===== config.mk =====
export PLATFORM = sky130hd
export DESIGN_NAME = drum_column_engine
export DESIGN_NICKNAME = d
export VERILOG_FILES = /design/src/rtl/drum_pkg.sv /design/src/rtl/drum_column_engine_node_update.sv /design/src/rtl/drum_column_engine.sv
export SDC_FILE = /design/constraint.sdc
export NUM_CORES = 2
export LEC_CHECK = 0
export BUFFER_PORTS_ARGS = -buffer_cell sky130_fd_sc_hd__buf_2
export CORE_ASPECT_RATIO = 0.5
export CORE_MARGIN = 2
export CORE_UTILIZATION = 37
export CTS_CLUSTER_DIAMETER = 150
export DETAILED_ROUTE_END_ITERATION = 6
export PLACE_DENSITY = 0.58
export SLEW_MARGIN = 30
export SYNTH_ARGS = -nofsm -noshare
export SYNTH_HDL_FRONTEND = slang
export SYNTH_SLANG_ARGS = --single-unit

===== constraint.sdc =====
create_clock -name clk -period 12.6 [get_ports clk]
set_clock_uncertainty 0.05 [all_clocks]
set_input_delay 1.89 -clock clk [delete_from_list [all_inputs] [get_ports clk]]
set_output_delay 1.89 -clock clk [all_outputs]
set_load 0.01 [all_outputs]

===== src/rtl/drum_pkg.sv =====
// rtl/drum_pkg.sv - shared types and constants for the drum mesh column engine
package drum_pkg;

  localparam int DW = 18;
  localparam int ACC_W = 36;

  localparam int RHO_SHIFT  = 4;
  localparam int PREV_SHIFT = 12;
  localparam int DAMP_SHIFT = 13;

  typedef logic signed [DW-1:0]    node_t;
  typedef logic signed [ACC_W-1:0] acc_t;

  typedef enum logic [2:0] {
    ST_IDLE,
    ST_PRIME0,
    ST_PRIME1,
    ST_SWEEP,
    ST_DONE
  } state_t;

endpackage


===== src/rtl/drum_column_engine_node_update.sv =====
// rtl/drum_column_engine_node_update.sv - damped finite-difference update for one node
module node_update
  import drum_pkg::*;
(
  input  node_t l,
  input  node_t r,
  input  node_t up_row,
  input  node_t down_row,
  input  node_t u,
  input  node_t u_prev,
  output node_t next
);

  acc_t lap;
  acc_t rho;
  acc_t t;
  acc_t n;

  // Everything is widened before summing so only the final truncation can wrap.
  assign lap = acc_t'(l) + acc_t'(r) + acc_t'(up_row) + acc_t'(down_row)
             - (acc_t'(u) <<< 2);
  assign rho = lap >>> RHO_SHIFT;
  assign t   = rho + (acc_t'(u) <<< 1) - acc_t'(u_prev)
             + (acc_t'(u_prev) >>> PREV_SHIFT);
  assign n   = t - (t >>> DAMP_SHIFT);

  assign next = node_t'(n);

endmodule


===== src/rtl/drum_column_engine.sv =====
// rtl/drum_column_engine.sv - one drum mesh column: u/u_prev RAMs and a row-serial sweep
module drum_column_engine
  import drum_pkg::*;
#(
  parameter int ROWS = 30,
  parameter int AW   = 5,
  parameter int DW   = drum_pkg::DW
) (
  input  logic          clk,
  input  logic          rst,
  input  logic          init_we,
  input  logic [AW-1:0] init_row,
  input  logic [DW-1:0] init_u,
  input  logic          step_start,
  input  logic [DW-1:0] left_u,
  input  logic [DW-1:0] right_u,
  output logic [AW-1:0] cur_row,
  output logic [DW-1:0] center_u,
  output logic          busy,
  output logic          step_done,
  output logic [DW-1:0] mid_u
);

  localparam logic [AW-1:0] LAST_ROW = AW'(ROWS - 1);
  localparam logic [AW-1:0] MID_ROW  = AW'(ROWS / 2);
  localparam logic [AW:0]   ROWS_X   = (AW + 1)'(ROWS);

  state_t state, state_nx;

  node_t u_mem [ROWS];
  node_t p_mem [ROWS];

  node_t u_rdata, p_rdata;
  node_t center_q, down_q, mid_q;
  node_t up_val, next_val;
  logic [AW-1:0] row_q;

  logic          u_re, p_re;
  logic [AW-1:0] u_raddr, p_raddr;
  logic          mem_we;
  logic [AW-1:0] mem_waddr;
  node_t         u_wdata, p_wdata;
  logic [AW:0]   row_ext;
  logic          sweeping;

  assign row_ext  = {1'b0, row_q};
  assign sweeping = (state == ST_SWEEP);

  always_comb begin
    state_nx = state;
    u_re     = 1'b0;
    u_raddr  = '0;
    p_re     = 1'b0;
    p_raddr  = '0;
    case (state)
      ST_IDLE:   if (step_start) state_nx = ST_PRIME0;
      ST_PRIME0: begin
        u_re     = 1'b1;
        state_nx = ST_PRIME1;
      end
      ST_PRIME1: begin
        u_re     = 1'b1;
        u_raddr  = AW'(1);
        p_re     = 1'b1;
        state_nx = ST_SWEEP;
      end
      ST_SWEEP: begin
        // Reads run ahead of the write row; past the end they are simply not issued.
        if (row_ext + (AW + 1)'(2) < ROWS_X) begin
          u_re    = 1'b1;
          u_raddr = row_q + AW'(2);
        end
        if (row_ext + (AW + 1)'(1) < ROWS_X) begin
          p_re    = 1'b1;
          p_raddr = row_q + AW'(1);
        end
        if (row_q == LAST_ROW) state_nx = ST_DONE;
      end
      ST_DONE:   state_nx = ST_IDLE;
      default:   state_nx = ST_IDLE;
    endcase
  end

  always_ff @(posedge clk) begin
    if (rst) state <= ST_IDLE;
    else     state <= state_nx;
  end

  assign mem_we    = sweeping || (state == ST_IDLE && init_we);
  assign mem_waddr = sweeping ? row_q    : init_row;
  assign u_wdata   = sweeping ? next_val : node_t'(init_u);
  assign p_wdata   = sweeping ? center_q : node_t'(init_u);

  always_ff @(posedge clk) begin
    if (mem_we) begin
      u_mem[mem_waddr] <= u_wdata;
      p_mem[mem_waddr] <= p_wdata;
    end
    if (u_re) u_rdata <= u_mem[u_raddr];
    if (p_re) p_rdata <= p_mem[p_raddr];
  end

  assign up_val = (row_q == LAST_ROW) ? '0 : u_rdata;

  node_update u_node (
    .l        (node_t'(left_u)),
    .r        (node_t'(right_u)),
    .up_row   (up_val),
    .down_row (down_q),
    .u        (center_q),
    .u_prev   (p_rdata),
    .next     (next_val)
  );

  always_ff @(posedge clk) begin
    if (rst) begin
      row_q    <= '0;
      center_q <= '0;
      down_q   <= '0;
      mid_q    <= '0;
    end else if (state == ST_PRIME1) begin
      row_q    <= '0;
      center_q <= u_rdata;
      down_q   <= '0;
    end else if (sweeping) begin
      row_q    <= (row_q == LAST_ROW) ? '0 : row_q + AW'(1);
      center_q <= u_rdata;
      down_q   <= center_q;
      if (row_q == MID_ROW) mid_q <= next_val;
    end
  end

  assign cur_row   = row_q;
  assign center_u  = center_q;
  assign mid_u     = mid_q;
  assign busy      = (state == ST_PRIME0) || (state == ST_PRIME1) || sweeping;
  assign step_done = (state == ST_DONE);

endmodule


# Yosys cells after proc, flatten, opt, wreduce, memory -nomap -nowiden
# Memory sizes are Yosys's and may differ from the RTL's. A register that Yosys moved wholly into a read port is not among the register bits.
# Index checks and enable logic that the tools add are counted.
[word_totals]
out_inout_bits = 43
n_memories = 2
elab_cells = 60
in_bits = 63
ramBits = 1080
reg_bits = 62
[memory_table]
columns = ["memory", "words", "word_bits", "read_ports", "rd_ports_with_merged_regs", "wr", "line_no", "rtl"]
rows = [
  ["p_mem", 30, 18, 1, 1, 1, "drum_column_engine.sv:31", "node_t p_mem [ROWS];"],
  ["u_mem", 30, 18, 1, 1, 1, "drum_column_engine.sv:30", "node_t u_mem [ROWS];"],
]
[op_classes]
magnitude_cmp = 2
muxes = 20
n_reduce_logical = 10
bitwise = 1
n_eq_ne = 8
n_addsub = 12
[op_table]
columns = ["cell", "n"]
rows = [
  ["$mux 18", 5],
  ["$sub 35x20->35", 1],
  ["$add 31x19->31", 1],
  ["$add 31x6->31", 1],
  ["$sub 31x18->31", 1],
  ["$mux 5", 5],
  ["$add 20x18->21", 1],
  ["$add 19x18->20", 1],
  ["$add 18x18->19", 1],
  ["$sub 18x18->18", 1],
  ["$lt 6x5->1 const B", 2],
  ["$pmux 3 s4", 1],
  ["$pmux 5 s2", 1],
  ["$add 5x1->6 const B", 1],
  ["$add 5x2->6 const B", 1],
  ["$eq 3x2->1 const B", 2],
  ["$mux 3", 2],
  ["$add 5x1->5 const B", 1],
  ["$add 5x2->5 const B", 1],
  ["$eq 5x4->1 const B", 1],
  ["$eq 5x5->1 const B", 1],
  ["$mux 1", 4],
  ["$pmux 1 s2", 2],
  ["$reduce_or 2->1", 2],
  ["other kinds (11)", 13],
]

# Logic depth before layout (Yosys ltp)
[depth]
depth_word = 10
mapped_depth = 47
depth_no_buf = 45

# Hierarchy
# A second synthesis with hierarchy kept.
[hier_totals]
hier_cells = 3819
hier_area_um2 = 51114.0
[modules_own_cells]
columns = ["mod", "n_inst", "cells_per_inst", "area_each_um2", "seq_area_each_um2"]
rows = [
  ["drum_column_engine", 1, 3138, 45582.5, 34753.3],
  ["node_update", 1, 681, 5531.6, 0.0],
]

# Least setup slack after synthesis
# OpenSTA, ideal clock, no wires.
[synth_timing]
path_type = "input port to flip-flop"
startpoint = "in left_u[1]"
endpoint = "mem u_mem[0][15] in the netlist's numbering, data pin"
path_buffers = 1
cell_stages = 40
setup_time_ns = 0.439
setup_slack_ns = 0.864
arrival_time_ns = 11.248
cell_sequence = "inv_1 -> fa_1 -> fa_1 -> nor3_1 -> fa_1 -> a21o_1 -> a21oi_1 -> nor2b_1 -> o21bai_1 -> a21oi_1 -> o211ai_1 -> a21oi_1 -> o21ai_0 -> a21oi_1 -> xnor2_1 -> ha_1 -> nand4_1 -> o22ai_1 -> (+4 left out) -> fa_1 -> inv_1 -> ha_1 -> and3_1 -> a221o_1 -> a21oi_1 -> o21ai_0 -> a21o_1 -> a21oi_1 -> xor2_1 -> ha_1 -> a21o_1 -> a21oi_1 -> o21ai_0 -> a41oi_1 -> nor2b_1 -> xor2_1 -> o21ai_0"
[synth_via]
elab_chain_len = 9
[synth_lines]
columns = ["element", "line_no", "rtl"]
rows = [
  ["from (decl)", "drum_column_engine.sv:15", "input logic [DW-1:0] left_u,"],
  ["$add 18x18->19", "drum_column_engine_node_update.sv:20", "assign lap = acc_t'(l) + acc_t'(r) + acc_t'(up_row) + acc_t'(down_row)"],
  ["$add 19x18->20", "drum_column_engine_node_update.sv:20", ""],
  ["$add 20x18->21", "drum_column_engine_node_update.sv:20", ""],
  ["$sub 35x20->35", "drum_column_engine_node_update.sv:21", "- (acc_t'(u) <<< 2);"],
  ["$add 31x19->31", "drum_column_engine_node_update.sv:23", "assign t = rho + (acc_t'(u) <<< 1) - acc_t'(u_prev)"],
  ["$sub 31x18->31", "drum_column_engine_node_update.sv:23", ""],
  ["$add 31x6->31", "drum_column_engine_node_update.sv:24", "+ (acc_t'(u_prev) >>> PREV_SHIFT);"],
  ["$sub 18x18->18", "drum_column_engine_node_update.sv:25", "assign n = t - (t >>> DAMP_SHIFT);"],
  ["$mux 18", "drum_column_engine.sv:91", "assign u_wdata = sweeping ? next_val : node_t'(init_u);"],
  ["named net u_wdata[15]", "drum_column_engine.sv:42", "node_t u_wdata, p_wdata;"],
  ["to (decl)", "drum_column_engine.sv:30", ""],
]
# The timed path passes the listed nets, and every way through them passes these cells.

# Final worst setup path
[layout_timing]
startpoint = "in left_u[1]"
endpoint = "mem u_mem[16][17] in the netlist's numbering, data pin"
# The elaborated chain is that of the path after synthesis.

==> impl_metrics.csv <==
group,metric,value,unit
logic_synthesis,ys_warn_count,0,
clock_network,clk_pin_slew_worst_paths,70,ps
sta,grt_setup_unrepaired,"no",
clock_network,clk_latency,750,ps
cells_and_area,nets,3509,
worst_setup_path,cpPeakStageDelay,520,ps
logic_synthesis,ys_top_cells_by_count,"edfxtp_1, nand2_1, mux4_2, inv_1, a21oi_1",
cells_and_area,diodes,0,
clock_network,cts_tree,"done",
placed_design,io_buffers,105,
detailed_routing,wl_met1,60500,µm
sta,slew_headroom,33.9,%
worst_setup_path,cp_common_cell,"a21oi_1",
placed_design,dpl_cell_area,54500,µm²
worst_setup_path,critPathKind,"primary input to flop",
logic_synthesis,synth_edf_count,1116,
logic_synthesis,yosys_most_used_dff,"edfxtp_1",
sta,setup_viol,0,
logic_synthesis,seq_area_frac_synth,67.9,%
cells_and_area,layout.cells.non_filler,5229,
logic_synthesis,ys_types,63,
sta,slew_violations,0,
sta,period_needed,11310,ps
detailed_routing,drtPass1Iterations,7,
die,coreArea,137000,µm²
logic_synthesis,yosysMostFrequentCell,"edfxtp_1",
grt,grtUsageTotal,19.9,%
logic_synthesis,synthArstFlopShare,0,%
cells_and_area,areaGrowthSynthToFinish,13.3,%
clock_network,holdBufCountCts,0,
placed_design,dp_hpwl,87000,µm
clock_network,cts_made_buffers,110,
grt,grt_overflow,0,
placed_design,gp_congestion,0.876,
sta,tightest_slew,988,ps
worst_setup_path,rr_worst_depth,44,
min_path,hold_class,"flop to flop",
worst_setup_path,end_kind,"flop",
worst_setup_path,worst_path_dominant_cell_family,"compound AO/OA/AOI/OAI gates",
detailed_routing,dr_total_vias,28600,
clock_network,clock_path_buffers,3,
sta,hold_viol,0,
placed_design,numPlacedInstances,5020,
logic_synthesis,synthTopCellsByArea,"edfxtp_1, mux4_2, fa_1",
detailed_routing,ant_nets,0,
grt,grt_max_degree,127,
logic_synthesis,synth_cells,3100,
die,initial_core_util,37.3,%
detailed_routing,wirelength,141000,µm
detailed_routing,wl_per_cell,27.0,µm
clock_network,cts_root_buf,"clkbuf_16",
die,die_h,267,µm
sta,max_freq,88.4,MHz
detailed_routing,viasPerCell,5.46,
worst_setup_path,critical_path_arrival,11750,ps
die,die_area,142000,µm²
die,die_w,530,µm
detailed_routing,drt-initial-drc-count,3191,
die,pin_count,106,
detailed_routing,drc,0,
clock_network,post_cts_resized,0,
sta,setup_tns,0,ps
grt,grt_pass1_wl,201000,µm
logic_synthesis,avgSynthCellArea,16.5,µm²
worst_setup_path,path_depth,43,
logic_synthesis,synth_area,51200,µm²
grt,grt_pass1_vias,28200,
cells_and_area,final_area,58000,µm²
logic_synthesis,yosys_register_bits,1178,
worst_setup_path,critPathRequiredTime,13040,ps
detailed_routing,dr.max_layer_used,"met4",
logic_synthesis,syn-num-nets,3338,
logic_synthesis,synth_top_area_cell,"edfxtp_1",
worst_setup_path,start_kind,"primary input",
grt,antenna_found_initial,3,
worst_setup_path,worstPathMaxFanout,30,
clock_network,postCtsSetupBuffers,0,
clock_network,clkSinkCount,1178,
die,fp-row-count,96,
logic_synthesis,yosys.area.top_type_share,65.4,%
detailed_routing,wl_met3,11500,µm
cells_and_area,drive_above_1_share,20.7,%
flow_run,maxCapViolCount,0,
clock_network,htreeDepth,3,
worst_setup_path,crit_buf_inv,4,
detailed_routing,dr_wl_met2,65600,µm
worst_setup_path,cp_slowest_cell,"fa_1",
min_path,whs_path_depth,2,
status,status,"completed",
sta,post-route-period-util,89.8,%
[layout make-up]
class,count,area (µm²)
clock inverters,61,505
repair buffers,195,1280
inverters,190,713
multi-input cells,1596,15500
well taps,1862,2330
flip-flops and latches,1178,34800
fillers,12100,79300
clock buffers,147,2950
[per-stage QoR]
| step | utilization [%] | setup WS (ps) | hold WS [ps] |
|---|---|---|---|
| floorplan | - | 864 | 386 |
| global placement | 39.7 | 724 | 395 |
| detailed placement | 39.7 | 719 | 399 |
| CTS | 42.2 | 1360 | 408 |
| global route | 42.3 | 461 | 428 |
| finish | 42.3 | 1290 | 406 |
[tightest hold or removal path: cells and delay by family, from the launching register on]
family / cells / cell delay, ps
simple gates: 1 / 50
compound gates: 1 / 50
flops: 1 / 310
[metal layers]
metal	vias to the layer above	GRT usage (%)
met1	15000	28.2
li1	12200	-
met2	1147	31.4
met5	-	0
met3	186	3.63
met4	0	5.75
[state kept, by name (all words and copies together) (netlist names)]
name / cells
center_u: 18
cur_row: 5
down_q: 18
mid_u: 18
p_mem: 540
p_rdata: 18
state: 3
u_mem: 540
u_rdata: 18
[cell families after synthesis]
| family | synth area share [%] |
|---|---|
| AND/OR/NAND/NOR | 4.98 |
| AO/OA/AOI/OAI | 4.74 |
| buffers and inverters | 2.71 |
| multiplexers | 12.9 |
| adder cells (fa/ha/maj) | 5.53 |
| XOR/XNOR | 1.27 |
| flip-flops | 67.9 |
[placed cells by master (no fill, tap or decap), drive strengths merged, types with 10 or more instances in the layout]
cell,count
dfxtp,62
nand3,80
buf,195
a221oi,19
xnor2,52
o21a,12
clkinv,49
clkbuf,147
a21oi,167
inv,195
nor2b,10
a21o,30
mux2,18
o21ai,104
fa,84
xor2,22
nor2,106
o22ai,21
nor3,15
edfxtp,1116
mux4,252
ha,91
nand2,323
mux2i,73
o21bai,11
[path summary, 6_finish.rpt]
| kind | startpoint | to | slack (ps) |
|---|---|---|---|
| min | mid_u[1] | mid_u[1] | 410 |
| max | left_u[1] | u_mem[16][17] | 1290 |
| max reg2reg | cur_row[1] | u_mem[16][17] | 1540 |
| min reg2reg | mid_u[1] | mid_u[1] | 410 |
Power is left out: the tool's default activity adds up to more than one toggle a clock period on the data nets, which glitch-free logic cannot reach.
